===== src/rtl/eval_sched_pkg.sv =====
// Shared types and default sizing for the RTLola evaluation scheduler.
// The event record is the unit buffered between arrival and layer stepping.
package eval_sched_pkg;

  localparam int DEF_DATA_W        = 64;
  localparam int DEF_TS_W          = 32;
  localparam int DEF_PERIOD_CYCLES = 50;
  localparam int DEF_NUM_LAYERS    = 4;
  localparam int DEF_QUEUE_DEPTH   = 4;

  typedef enum logic {
    IDLE,
    EVAL
  } sched_state_e;

  // Record layout at default widths; the top re-declares it with its own widths.
  typedef struct packed {
    logic signed [DEF_DATA_W-1:0] data;
    logic [DEF_TS_W-1:0]          ts;
    logic                         has_input;
    logic                         periodic;
  } ev_rec_t;

endpackage


===== src/rtl/event_fifo.sv =====
// Single-clock circular queue of event records with occupancy count.
// A pop and a push in the same cycle are both honoured even when full.
module event_fifo #(
  parameter int  DEPTH = 4,
  parameter type rec_t = logic
) (
  input  logic                   clk,
  input  logic                   rst,
  input  logic                   i_push,
  input  rec_t                   i_data,
  input  logic                   i_pop,
  output rec_t                   o_head,
  output logic                   o_full,
  output logic                   o_empty,
  output logic [$clog2(DEPTH):0] o_count
);

  localparam int PTR_W = $clog2(DEPTH);
  localparam int CNT_W = PTR_W + 1;

  rec_t             r_mem [DEPTH];
  logic [PTR_W-1:0] r_wr_ptr;
  logic [PTR_W-1:0] r_rd_ptr;
  logic [CNT_W-1:0] r_count;
  logic             w_do_push;
  logic             w_do_pop;

  assign o_full    = (r_count == CNT_W'(DEPTH));
  assign o_empty   = (r_count == '0);
  assign o_count   = r_count;
  assign o_head    = r_mem[r_rd_ptr];
  assign w_do_pop  = i_pop & ~o_empty;
  assign w_do_push = i_push & (~o_full | w_do_pop);

  // NOTE: state uses non-blocking assignments so every flop samples pre-edge values.
  always_ff @(posedge clk) begin
    if (!rst) begin
      r_wr_ptr <= '0;
      r_rd_ptr <= '0;
      r_count  <= '0;
    end else begin
      if (w_do_push) r_wr_ptr <= r_wr_ptr + 1'b1;
      if (w_do_pop)  r_rd_ptr <= r_rd_ptr + 1'b1;
      r_count <= r_count + CNT_W'(w_do_push) - CNT_W'(w_do_pop);
    end
  end

  // NOTE: storage is not reset; an entry is only read after it has been written.
  always_ff @(posedge clk) begin
    if (w_do_push) r_mem[r_wr_ptr] <= i_data;
  end

endmodule


===== src/rtl/eval_scheduler.sv =====
// Front-end sequencer: merges input arrivals and periodic ticks into timestamped
// events, queues them, and steps the evaluation layers one per cycle per event.
module eval_scheduler
  import eval_sched_pkg::*;
#(
  parameter int DATA_W        = DEF_DATA_W,
  parameter int TS_W          = DEF_TS_W,
  parameter int PERIOD_CYCLES = DEF_PERIOD_CYCLES,
  parameter int NUM_LAYERS    = DEF_NUM_LAYERS,
  parameter int QUEUE_DEPTH   = DEF_QUEUE_DEPTH
) (
  input  logic                     clk,
  input  logic                     rst,
  input  logic                     en,
  input  logic signed [DATA_W-1:0] input_0,
  input  logic                     new_input_0,
  output logic                     q_push,
  output logic                     q_push_valid,
  output logic                     q_pop,
  output logic                     q_pop_valid,
  output logic signed [DATA_W-1:0] ev_data,
  output logic [TS_W-1:0]          ev_ts,
  output logic                     pacing_event,
  output logic                     pacing_periodic,
  output logic [NUM_LAYERS-1:0]    layer_en,
  output logic                     eval_busy,
  output logic                     eval_done,
  output logic                     overflow
);

  localparam int PER_W = $clog2(PERIOD_CYCLES);
  localparam int IDX_W = (NUM_LAYERS > 1) ? $clog2(NUM_LAYERS) : 1;
  localparam int CNT_W = $clog2(QUEUE_DEPTH) + 1;

  typedef struct packed {
    logic signed [DATA_W-1:0] data;
    logic [TS_W-1:0]          ts;
    logic                     has_input;
    logic                     periodic;
  } event_t;

  sched_state_e          r_state;
  sched_state_e          w_state_nxt;
  logic [IDX_W-1:0]      r_idx;
  logic [IDX_W-1:0]      w_idx_nxt;
  logic [TS_W-1:0]       r_ts;
  logic [PER_W-1:0]      r_per;
  logic                  r_overflow;
  logic signed [DATA_W-1:0] r_ev_data;
  logic [TS_W-1:0]       r_ev_ts;
  logic                  r_pacing_event;
  logic                  r_pacing_periodic;

  logic                  w_run;
  logic                  w_tick;
  logic                  w_push_req;
  logic                  w_push_ok;
  logic                  w_pop;
  logic                  w_done;
  logic [NUM_LAYERS-1:0] w_layer_en;
  logic                  w_full;
  logic                  w_empty;
  logic [CNT_W-1:0]      w_count;
  event_t                w_rec;
  event_t                w_head;

  assign w_run      = rst & en;
  assign w_tick     = (r_per == PER_W'(PERIOD_CYCLES - 1));
  assign w_push_req = w_run & (new_input_0 | w_tick);
  assign w_push_ok  = w_push_req & (~w_full | w_pop);

  // A coincident input and tick share one record.
  always_comb begin
    w_rec           = '0;
    w_rec.data      = new_input_0 ? input_0 : '0;
    w_rec.ts        = r_ts;
    w_rec.has_input = new_input_0;
    w_rec.periodic  = w_tick;
  end

  event_fifo #(
    .DEPTH (QUEUE_DEPTH),
    .rec_t (event_t)
  ) u_fifo (
    .clk     (clk),
    .rst     (rst),
    .i_push  (w_push_ok),
    .i_data  (w_rec),
    .i_pop   (w_pop),
    .o_head  (w_head),
    .o_full  (w_full),
    .o_empty (w_empty),
    .o_count (w_count)
  );

  always_ff @(posedge clk) begin
    if (!rst) begin
      r_state <= IDLE;
      r_idx   <= '0;
    end else if (en) begin
      r_state <= w_state_nxt;
      r_idx   <= w_idx_nxt;
    end
  end

  // NOTE: every output of this block gets a default first so no latch is inferred.
  always_comb begin
    w_state_nxt = r_state;
    w_idx_nxt   = r_idx;
    w_pop       = 1'b0;
    w_done      = 1'b0;
    w_layer_en  = '0;
    case (r_state)
      IDLE: begin
        if (!w_empty) begin
          w_pop       = w_run;
          w_state_nxt = EVAL;
          w_idx_nxt   = '0;
        end
      end
      EVAL: begin
        w_layer_en = NUM_LAYERS'(1) << r_idx;
        if (r_idx == IDX_W'(NUM_LAYERS - 1)) begin
          w_done      = w_run;
          w_state_nxt = IDLE;
        end else begin
          w_idx_nxt = r_idx + 1'b1;
        end
      end
      default: w_state_nxt = IDLE;
    endcase
  end

  always_ff @(posedge clk) begin
    if (!rst) begin
      r_ts              <= '0;
      r_per             <= '0;
      r_overflow        <= 1'b0;
      r_ev_data         <= '0;
      r_ev_ts           <= '0;
      r_pacing_event    <= 1'b0;
      r_pacing_periodic <= 1'b0;
    end else if (en) begin
      r_ts  <= r_ts + 1'b1;
      r_per <= w_tick ? '0 : r_per + 1'b1;
      if (w_push_req && !w_push_ok) r_overflow <= 1'b1;
      if (w_pop) begin
        r_ev_data         <= w_head.data;
        r_ev_ts           <= w_head.ts;
        r_pacing_event    <= w_head.has_input;
        r_pacing_periodic <= w_head.periodic;
      end
    end
  end

  always_ff @(posedge clk) begin
    if (rst) assert (w_count <= CNT_W'(QUEUE_DEPTH));
  end

  assign q_push          = w_push_req;
  assign q_push_valid    = w_push_ok;
  assign q_pop           = w_pop;
  assign q_pop_valid     = w_pop;
  assign ev_data         = r_ev_data;
  assign ev_ts           = r_ev_ts;
  assign pacing_event    = r_pacing_event;
  assign pacing_periodic = r_pacing_periodic;
  assign layer_en        = w_layer_en;
  assign eval_busy       = (r_state != IDLE);
  assign eval_done       = w_done;
  assign overflow        = r_overflow;

endmodule


===== config.mk =====
export PLATFORM = sky130hd
export DESIGN_NAME = eval_scheduler
export DESIGN_NICKNAME = d
export VERILOG_FILES = /design/src/rtl/eval_sched_pkg.sv /design/src/rtl/event_fifo.sv /design/src/rtl/eval_scheduler.sv
export SDC_FILE = /design/constraint.sdc
export NUM_CORES = 1
export LEC_CHECK = 0
export CAP_MARGIN = 20
export CORE_MARGIN = 2
export CORE_UTILIZATION = 55
export CTS_CLUSTER_SIZE = 8
export DETAILED_ROUTE_END_ITERATION = 10
export GPL_TIMING_DRIVEN = 1
export PLACE_DENSITY = 0.84
export RECOVER_POWER = 25
export SLEW_MARGIN = 0
export SYNTH_ARGS = -nofsm -noshare
export SYNTH_HDL_FRONTEND = slang
export SYNTH_SLANG_ARGS = --single-unit
export TNS_END_PERCENT = 20

===== constraint.sdc =====
create_clock -name clk -period 11.4 [get_ports clk]
set_input_delay 2.28 -clock clk [delete_from_list [all_inputs] [get_ports clk]]
set_output_delay 2.28 -clock clk [all_outputs]
set_load 0.02 [all_outputs]

* Word-level counts from Yosys, hierarchy flattened *
Memories as Yosys holds them, arrays and structs flattened. A register that Yosys moved wholly into a read port is not among the register bits.
Index checks and enable logic that the tools add are counted.

storage, ports and cells
  bits in writable memories = 392
  register bits = 49
  logic and storage cells = 55
  memories kept = 1

memories
  name          depth  bits a word  rd ports  clocked after memory_dff  write ports  RTL line          text
  u_fifo.r_mem  4      98           1         1                         1            event_fifo.sv:21  rec_t r_mem [DEPTH];

operators by class
  muxes and demuxes = 15
  reductions and logical operators = 7
  shifts and indexed selects = 1
  add/sub/neg operators = 7
  bitwise gates (word level) = 11
  eq/ne operators = 5

operator list
  operator                                                            count
  64-bit 2-to-1 mux                                                   1
  32-bit by 1-bit adder with 32-bit output (second input constant)    1
  1-bit 2-to-1 mux                                                    8
  2-bit by 1-bit adder with 2-bit output (second input constant)      3
  6-bit by 1-bit adder with 6-bit output (second input constant)      1
  6-bit equality test (second input constant)                         1
  6-bit 2-to-1 mux                                                    1
  1-bit bitwise AND                                                   5
  2-bit 2-to-1 mux                                                    2
  4-bit 2-to-1 mux                                                    1
  2-bit inequality test (second input constant)                       2
  2-bit one-hot mux with 2 select lines                               1
  2-bit AND reduction                                                 2
  1-bit by 2-bit << shifter with 4-bit output (first input constant)  1
  3-bit by 1-bit adder with 3-bit output                              1
  3-bit equality test (second input constant)                         1
  3-bit zero test                                                     1
  1-bit NOT                                                           3
  1-bit OR                                                            3
  3-bit AND reduction                                                 1
  3-bit by 1-bit subtractor with 3-bit output                         1
  2-bit equality test (second input constant)                         1
  1-bit zero test                                                     2
  1-bit one-hot mux with 2 select lines                               1
  1-bit logical AND                                                   1

* Longest topological paths before layout *
Gate-level depths: netlist of the first run.

  word-level depth = 8
  gate-level depth with buffers = 12
  depth with buffers taken out = 10

* Modules after synthesis *
From an unflattened synthesis of the first run, not the netlist that was laid out.

unflattened totals
  cells, all modules = 1305
  area, all modules = 20473.4 µm²

modules (own cells, without submodules)
  module          instances  cells each  sequential area each (µm²)  area each (µm²)
  event_fifo      1          559         11951.5                     14586.5
  eval_scheduler  1          746         2802.7                      5886.9

* Worst setup path before layout of the first run *
No wires, ideal clock.

  path type = input to output
  from = input port en
  to = output port q_pop_valid
  stages on the path = 6
  slack = 5.388 ns
  arrival = 3.732 ns
  buffers on the path = 3
  cell sequence = buf_2 -> nand2_1 -> or3_1 -> inv_2 -> clkbuf_1 -> buf_4

on the way
  longest elaborated chain between the ends = 3

RTL lines
  item               RTL line               text
  from (decl)        eval_scheduler.sv:14   input logic en,
  1-bit bitwise AND  eval_scheduler.sv:67   assign w_run = rst & en;
  1-bit 2-to-1 mux   eval_scheduler.sv:115  if (!w_empty) begin
  1-bit 2-to-1 mux   eval_scheduler.sv:113  case (r_state)
  to (decl)          eval_scheduler.sv:20   output logic q_pop_valid,

No other way between the ends.

* Worst setup path after layout of the first run *
  from = input port new_input_0
  to = output port q_push_valid

on the way
  longest elaborated chain between the ends = 3

RTL lines
  item               RTL line              text
  from (decl)        eval_scheduler.sv:16  input logic new_input_0,
  1-bit OR           eval_scheduler.sv:69  assign w_push_req = w_run & (new_input_0 | w_tick);
  1-bit bitwise AND  eval_scheduler.sv:69
  1-bit bitwise AND  eval_scheduler.sv:70  assign w_push_ok = w_push_req & (~w_full | w_pop);
  to (decl)          eval_scheduler.sv:18  output logic q_push_valid,

No other way between the ends.

==> results of run 1 <==
## synth_stat cells, types with 12 or more instances
cell	instances	area share, %
nand2_1	218	4.0
nor2_1	28	0.52
dfxtp_1	147	15
and2_1	72	2.2
inv_1	12	0.22
o21ai_0	13	0.32
clkbuf_1	57	1.1
a21oi_1	121	3.0
ha_1	12	0.74
edfxtp_1	392	58
mux4_2	98	11
nand4_1	12	0.37
## per-stage QoR
step / instances / power [mW] / utilization (%)
2_1_floorplan: 1294 / 2.54 / -
3_3_place_gp: 1876 / 2.70 / 61.6
3_5_place_dp: 1876 / 2.71 / 61.6
4_1_cts: 2012 / 4.75 / 67.6
5_1_grt: 2012 / 4.87 / 67.6
6_report: 2013 / 4.70 / 67.6
## area by class of cell
class | count | share of cell area, %
repair buffers | 188 | 7.49
clock buffers | 134 | 8.78
multi-input cells | 668 | 21.2
inverters | 13 | 0.219
clock inverters | 2 | 0.0966
flip-flops and latches | 539 | 59.8
well taps | 468 | 2.38
diodes | 1 | 0.0102
## state kept, by name, summed over array words and instances (netlist names)
name	count
ev_ts	32
r_per	6
r_idx	2
pacing_event	1
overflow	1
pacing_periodic	1
u_fifo.r_wr_ptr	2
r_ts	32
u_fifo.o_count	3
u_fifo.r_rd_ptr	2
eval_busy	1
u_fifo.r_mem	392
ev_data	64
## logic make-up after synthesis
kind of cell | share of synthesized area [%]
and+or+nand+nor | 9.17
DFF | 72.6
buffers and inverters | 1.68
AOI/OAI and AO/OA | 3.80
adders and majority gates | 0.840
muxes | 11.1
xor gates and xnor gates | 0.778
## critical path, stage by stage
cell and delay, ps:
buf_2 70, clkbuf_1 2080, a41oi_1 410, nor3b_1 350
clkdlybuf4s50_1 640
## worst max-delay path by stage
stage	end	slack [ps]	start
floorplan	q_pop_valid	5390	en
global placement	q_pop	4090	rst
finish	q_push_valid	3270	new_input_0
detailed placement	q_pop	4010	rst
CTS	q_pop	3990	rst
global route	q_push_valid	2890	new_input_0
## cell usage in the layout, fill, tap and decap left out, types with 5 or more instances in the layout
cell type,synthesis,routed
or4_1,9,9
or3_1,8,7
nand2_1,218,218
nor2_1,28,28
clkbuf_16,0,78
and2_1,72,35
clkdlybuf4s50_1,0,175
nand4_1,12,12
a21oi_1,121,121
and2_0,0,33
buf_4,2,11
clkbuf_1,57,57
ha_1,12,12
xor2_1,9,9
dfxtp_1,147,145
o21ai_0,13,13
inv_1,12,11
edfxtp_1,392,392
xnor2_1,9,9
mux2i_1,5,5
nand3_1,11,11
mux4_2,98,98
o31ai_1,8,8
## power by group
part / switching [mW] / total (mW) / internal (mW)
Sequential: 0.0455 / 2.22 / 2.17
Clock: 0.762 / 2.03 / 1.27
Combinational: 0.248 / 0.457 / 0.209
Total: 1.06 / 4.70 / 3.65
## routing by layer
metal | part of all wire, % | wire (um)
met4 | 2.4 | 991
met2 | 51 | 21200
met5 | 0 | 0
met3 | 6.0 | 2520
met1 | 41 | 17200
==> results.toml, run 1 <==
[outcome]
outcome = "complete, but fails checks"
violations = "capacitance limit, slew limit"

[worst_setup_path]
end_kind = "output pin"
cp-start-kind = "input pin"
rr_worst_depth = 5
cp.required_ps = 9120
r2r_start = "r_per[0]"
critPathArrivalTime_ps = 5850
worstPathMaxFanout = 69
crit_type = "input pin to output pin"
r2r_end = "u_fifo.r_mem[3][67]"
r2r_slack_ps = 7950

[grt]
grt_overflow = 0
grtUsageTotal_pct = 22.2
use_met2_pct = 37.5
antenna_found_initial = 1
grt_pass1_vias = 12100
grt_pass1_wl_um = 65500
grt_use_met1_pct = 29.0
grt_max_degree = 80
busiest_layer = "met2"
grtUsageMet3_pct = 4.04

[yosys]
synthesis.area_um2 = 20300
synth_nets = 1375
synthArstFlopShare_pct = 0
seq_area_frac_synth_pct = 72.6
ys_ff_latch = 539
ys_types = 44
syn_inst = 1294
synth_flop_cell = "edfxtp_1"
syn_area_per_cell_um2 = 15.7
synth_edf_count = 392
yosys_warnings = 0

[sta]
fmax_mhz = 123
tightest_slew_ps = 2990
setup_ws_ps = 3270
finClkSkew_ps = 25.3
finalCritPeriodShare_pct = 71.3
period_minus_slack_ps = 8130
setup_tns_ps = 0
maxSlewHeadroom_pct = -99.4
grt_setup_unrepaired = "no"
whs_ps = 451
setup_viol = 0
slew_violations = 70
hold_violations = 0

[clocking]
clk_pin_slew_worst_paths_ps = 50
cts_setup_buffers = 0
root_buffer = "clkbuf_16"
cts_num_sinks = 539
ctsHoldBuffers = 0
cts.repair.resized = 0
cts_made_buffers = 77
cts_tree = "done"
clk_latency_ps = 560
clk_path_buf_depth = 3
h-tree-depth = 3

[placed_design]
io_buffers = 176
place_area_um2 = 22400
hpwl_um = 23000
place.gp.congestion = 0.732
dpl_worst_slack_ps = 4010

[layout]
final_nets = 1568
layout-drive-gt1-share_pct = 13.5
multi_input_area_um2 = 5230
finalInstanceArea_um2 = 24600
regArea_um2 = 14700
area.growth.synth_to_final_pct = 21.5
nFillCells = 2381

[pwr]
cellPowerDensity_nw_per_um2 = 191
ir_drop_v = 0.000101
p_leak_nw = 8.01

[worst_hold_path]
hold_path_depth = 2
hold_path.class = "register to register"
holdPathEnd = "ev_data[56]"
hp-start = "ev_data[56]"

[drt]
drt-initial-drc-count = 909
drc_errors = 0
viasPerCell = 5.73
drt_pass1_iterations = 7
wl_per_cell_um = 20.8
wl_um = 41900
dr_total_vias = 11500
ant_nets = 0

[die]
num_rows = 70
initial_core_util_pct = 55.6
die_x_um = 196
ioPinCount = 177
core_area_um2 = 36400
die_h_um = 196
die_area_um2 = 38400

[job]
cap_violations = 1
(Power assumes the default switching activity.)
==> inputs of run 2 (changes only) <==
==> constraint.sdc (replaced) <==
create_clock -name clk -period 7.9 [get_ports clk]
set_input_delay 1.58 -clock clk [delete_from_list [all_inputs] [get_ports clk]]
set_output_delay 1.58 -clock clk [all_outputs]
set_load 0.02 [all_outputs]
==> results.toml, run 2 (synthesis results as in run 1) <==
[layout]
final_util_pct = 68.0
layout_commonest_cell = "edfxtp_1"
final_nets = 1570
regMostFlops = "u_fifo.r_mem"
layout_common_cells = "edfxtp_1 (392), nand2_1 (218), clkdlybuf4s50_1 (175), dfxtp_1 (145), a21oi_1 (121)"
largest_reg_flops = 392
layout-drive-gt1-share_pct = 13.9
area.growth.synth_to_final_pct = 22.2
nFillCells = 2413

[drt]
drt_pass1_iterations = 5
ant_nets = 0
wl_per_cell_um = 21.5
wl_um = 43400
drc_errors = 0
viasPerCell = 5.79
drt-initial-drc-count = 1036
dr_total_vias = 11700

[die]
num_rows = 70
die_x_um = 196
die_h_um = 196
die_area_um2 = 38400
core_area_um2 = 36400
initial_core_util_pct = 55.6
ioPinCount = 177

[sta]
finalCritPeriodShare_pct = 75.6
maxSlewHeadroom_pct = 31.7
grt_setup_unrepaired = "no"
hold_violations = 0
fmax_mhz = 167
setup_tns_ps = 0
setup_viol = 0
period_minus_slack_ps = 5980
slew_violations = 0
tightest_slew_ps = 1020
finClkSkew_ps = 20.9

[worst_setup_path]
end_kind = "output pin"
worstPathMaxFanout = 46
cp-start-kind = "input pin"
cp.required_ps = 6320
critPathArrivalTime_ps = 4400
crit_type = "input pin to output pin"

[job]
cap_violations = 0

[clocking]
clk_latency_ps = 580
ctsHoldBuffers = 0
cts_num_sinks = 539
clk_path_buf_depth = 3
cts_tree = "done"
root_buffer = "clkbuf_16"
cts.repair.resized = 0
cts_setup_buffers = 0
h-tree-depth = 3
clk_pin_slew_worst_paths_ps = 50
cts_made_buffers = 77

[pwr]
totalPowerFinal_mw = 6.91
cellPowerDensity_nw_per_um2 = 279
ir_drop_v = 0.000197
p_leak_nw = 8.07

[grt]
grt_max_degree = 75
grt_pass1_wl_um = 67500
grt_pass1_vias = 12300
grtUsageTotal_pct = 23.0
antenna_found_initial = 1
grt_overflow = 0

[placed_design]
hpwl_um = 23300
io_buffers = 176
place.gp.congestion = 0.756

[worst_hold_path]
hold_path.class = "register to register"

[outcome]
outcome = "complete, no violations"
## run 2: report_power, final
group	switching (mW)	total (mW)	internal, mW
sequential	0.0808	3.21	3.13
clock	1.14	3.04	1.90
combinational	0.350	0.656	0.307
total	1.57	6.91	5.34
## run 2: worst paths after layout
check,start,slack [ps],to,cells past startpoint
setup / recovery,rst,1920,q_pop,5
hold / removal,ev_data[15],450,ev_data[15],2
setup reg to reg,r_per[0],4510,u_fifo.r_mem[1][19],5
hold reg to reg,ev_data[15],450,ev_data[15],2
## run 2: per-layer routing
metal	vias up	share of wire, %	GRT usage (%)
li1	5270	-	-
met1	5924	40	29.6
met2	414	52	39.4
met3	84	5.9	3.61
met4	0	2.7	9.62
met5	-	0	0
## run 2: final cells by class
type / instances / area, um2 / area share (%)
clock inverter: 4 / 48.8 / 0.197
clock buffer: 138 / 2240 / 9.05
timing repair buffer: 190 / 1880 / 7.60
antenna: 1 / 2.50 / 0.0101
multi-input combinational: 668 / 5230 / 21.1
tap: 468 / 586 / 2.36
sequential: 539 / 14700 / 59.4
inverter: 13 / 53.8 / 0.217
## run 2: critical path, stage by stage
cell             delay, ps
clkdlybuf4s50_1        740
nand2_1                280
or3_4                  680
inv_4                  400
clkdlybuf4s50_1        680
## run 2: metrics by stage
stage | worst slack (ps) | hold slack [ps] | instances | area (um2)
CTS | 1910 | 453 | 2020 | 24800
finish | 1920 | 449 | 2021 | 24800
detailed placement | 1920 | 447 | 1878 | 22500
global placement | 1960 | 442 | 1877 | 22400
global route | 1740 | 469 | 2021 | 24800
floorplan | 2630 | 465 | 1294 | 20300
==> inputs of run 3 (changes only) <==
==> constraint.sdc (replaced) <==
create_clock -name clk -period 5.9 [get_ports clk]
set_input_delay 1.18 -clock clk [delete_from_list [all_inputs] [get_ports clk]]
set_output_delay 1.18 -clock clk [all_outputs]
set_load 0.02 [all_outputs]
==> results.toml, run 3 (synthesis results as in run 1) <==
[outcome]
outcome = "complete, but fails checks"
violations = "capacitance limit, slew limit"

[clocking]
ctsHoldBuffers = 0
cts_setup_buffers = 0
cts_made_buffers = 77
cts_num_sinks = 539
cts.repair.resized = 0
clk_latency_ps = 590
clk_path_buf_depth = 3
h-tree-depth = 3
cts_tree = "done"
clk_pin_slew_worst_paths_ps = 50
root_buffer = "clkbuf_16"

[worst_hold_path]
hold_path_depth = 2
hold_path.class = "register to register"
holdPathEnd = "ev_data[59]"
hp-start = "ev_data[59]"

[placed_design]
place_inst = 1876
io_buffers = 176
hpwl_um = 22500
place.gp.congestion = 0.743
place_area_um2 = 22500

[drt]
viasPerCell = 5.77
wl_um = 42600
ant_nets = 0
wl_per_cell_um = 21.1
dr_total_vias = 11600
drc_errors = 0
drt-initial-drc-count = 1031
drt_pass1_iterations = 5

[worst_setup_path]
crit_buf_inv = 3
cp-start-kind = "input pin"
r2r_start = "r_per[0]"
slowest_stage = "clkdlybuf4s50_1"
slowest_delay_ps = 740
r2r_end = "u_fifo.r_mem[1][28]"
critPathArrivalTime_ps = 3870
crit_type = "input pin to output pin"
r2r_slack_ps = 2960
cp.required_ps = 4720
crit_path_frequent_cell = "clkdlybuf4s50_1"
worstPathMaxFanout = 29
rr_worst_depth = 5
crit_chain = "clkdlybuf4s50_1 > nand2_1 > or3_4 > inv_4 > clkdlybuf4s50_1"
end_kind = "output pin"
cpLargestDelayFamily = "buffers and inverters"

[layout]
layoutNonFillerInstCount = 2019
final_nets = 1568
final_util_pct = 68.0
layout_commonest_cell = "edfxtp_1"
largest_reg_flops = 392
layout_common_cells = "edfxtp_1 (392), nand2_1 (218), clkdlybuf4s50_1 (175), dfxtp_1 (145), a21oi_1 (121)"
area.growth.synth_to_final_pct = 22.3
finalInstanceArea_um2 = 24800
regMostFlops = "u_fifo.r_mem"
layout-drive-gt1-share_pct = 13.7

[sta]
slew_violations = 69
setup_tns_ps = 0
hold_violations = 0
fmax_mhz = 198
whs_ps = 452
tightest_slew_ps = 3210
finalCritPeriodShare_pct = 85.6
setup_viol = 0
grt_setup_unrepaired = "no"
finClkSkew_ps = 20.6
maxSlewHeadroom_pct = -114
period_minus_slack_ps = 5050

[die]
die_area_um2 = 38400
ioPinCount = 177
core_area_um2 = 36400
num_rows = 70
initial_core_util_pct = 55.6
die_x_um = 196
die_h_um = 196

[grt]
grt_pass1_vias = 12300
grtUsageTotal_pct = 22.5
grt_pass1_wl_um = 66400
antenna_found_initial = 1
grt_max_degree = 99
grt_overflow = 0

[pwr]
pwr-share-seq_pct = 46.3
clkPwrFrac_pct = 44.1
switching_share_pct = 23.0
cellPowerDensity_nw_per_um2 = 373
p_leak_nw = 8.07
p_sw_mw = 2.12
p_int_mw = 7.13
ir_drop_v = 0.000207
p_comb_share_pct = 9.6

[job]
cap_violations = 1
run 3: cell types whose count changed in the layout (fill, tap and decap cells not counted), sizes merged:
| cell | delta |
|---|---|
| inv | +2 |
| bufinv | +1 |
| buf | -4 |
| clkbuf | -1 |
| clkinvlp | -1 |
| clkinv | +1 |
run 3: per-stage QoR:
| stage | total power, mW | setup WS, ps |
|---|---|---|
| finish | 9.25 | 850 |
| global route | 9.57 | 677 |
| CTS | 9.34 | 829 |
| detailed placement | 5.25 | 842 |
| global placement | 5.22 | 930 |
| floorplan | 4.90 | 1030 |
run 3: final cells by class:
| type | instances | area (um2) |
|---|---|---|
| Sequential cell | 539 | 14700 |
| Fill cell | 2324 | 11600 |
| Timing Repair Buffer | 188 | 1900 |
| Tap cell | 468 | 586 |
| Inverter | 13 | 53.8 |
| Clock inverter | 7 | 130 |
| Clock buffer | 135 | 2170 |
| Multi-Input combinational cell | 668 | 5230 |
| Antenna cell | 1 | 2.50 |
run 3: power groups by stage:
stage / sequential, mW / clock, mW / combinational, mW
after CTS: 4.29 / 4.15 / 0.900
after detailed placement: 4.36 / 0 / 0.891
after floorplan: 4.40 / 0 / 0.507
final: 4.28 / 4.08 / 0.886
after global placement: 4.35 / 0 / 0.875
after global routing: 4.30 / 4.32 / 0.955
run 3: worst max path at each step:
stage,startpoint,slack (ps),cells past startpoint,endpoint
finish,rst,850,5,q_pop_valid
global route,rst,680,5,q_pop_valid
floorplan,en,1030,5,u_fifo.r_mem[1][0]
global placement,rst,930,5,q_pop_valid
detailed placement,rst,840,5,q_pop_valid
CTS,rst,830,5,q_pop_valid
run 3: routing by layer:
layer / vias to the layer above / routed length, um / part of all wire (%) / GRT usage (%)
met5: - / 0 / 0 / 0
met4: 0 / 1290 / 3.0 / 10.1
met3: 85 / 2660 / 6.2 / 4.66
met2: 409 / 21500 / 50 / 37.8
met1: 5894 / 17200 / 40 / 28.6
li1: 5254 / - / - / -
run 3: worst reg2reg max path, stage by stage (launching register included):
cell and delay (ps):
dfxtp_1 400, ha_1 210, a41oi_1 250, nor3b_2 540
and2_4 720, buf_12 410
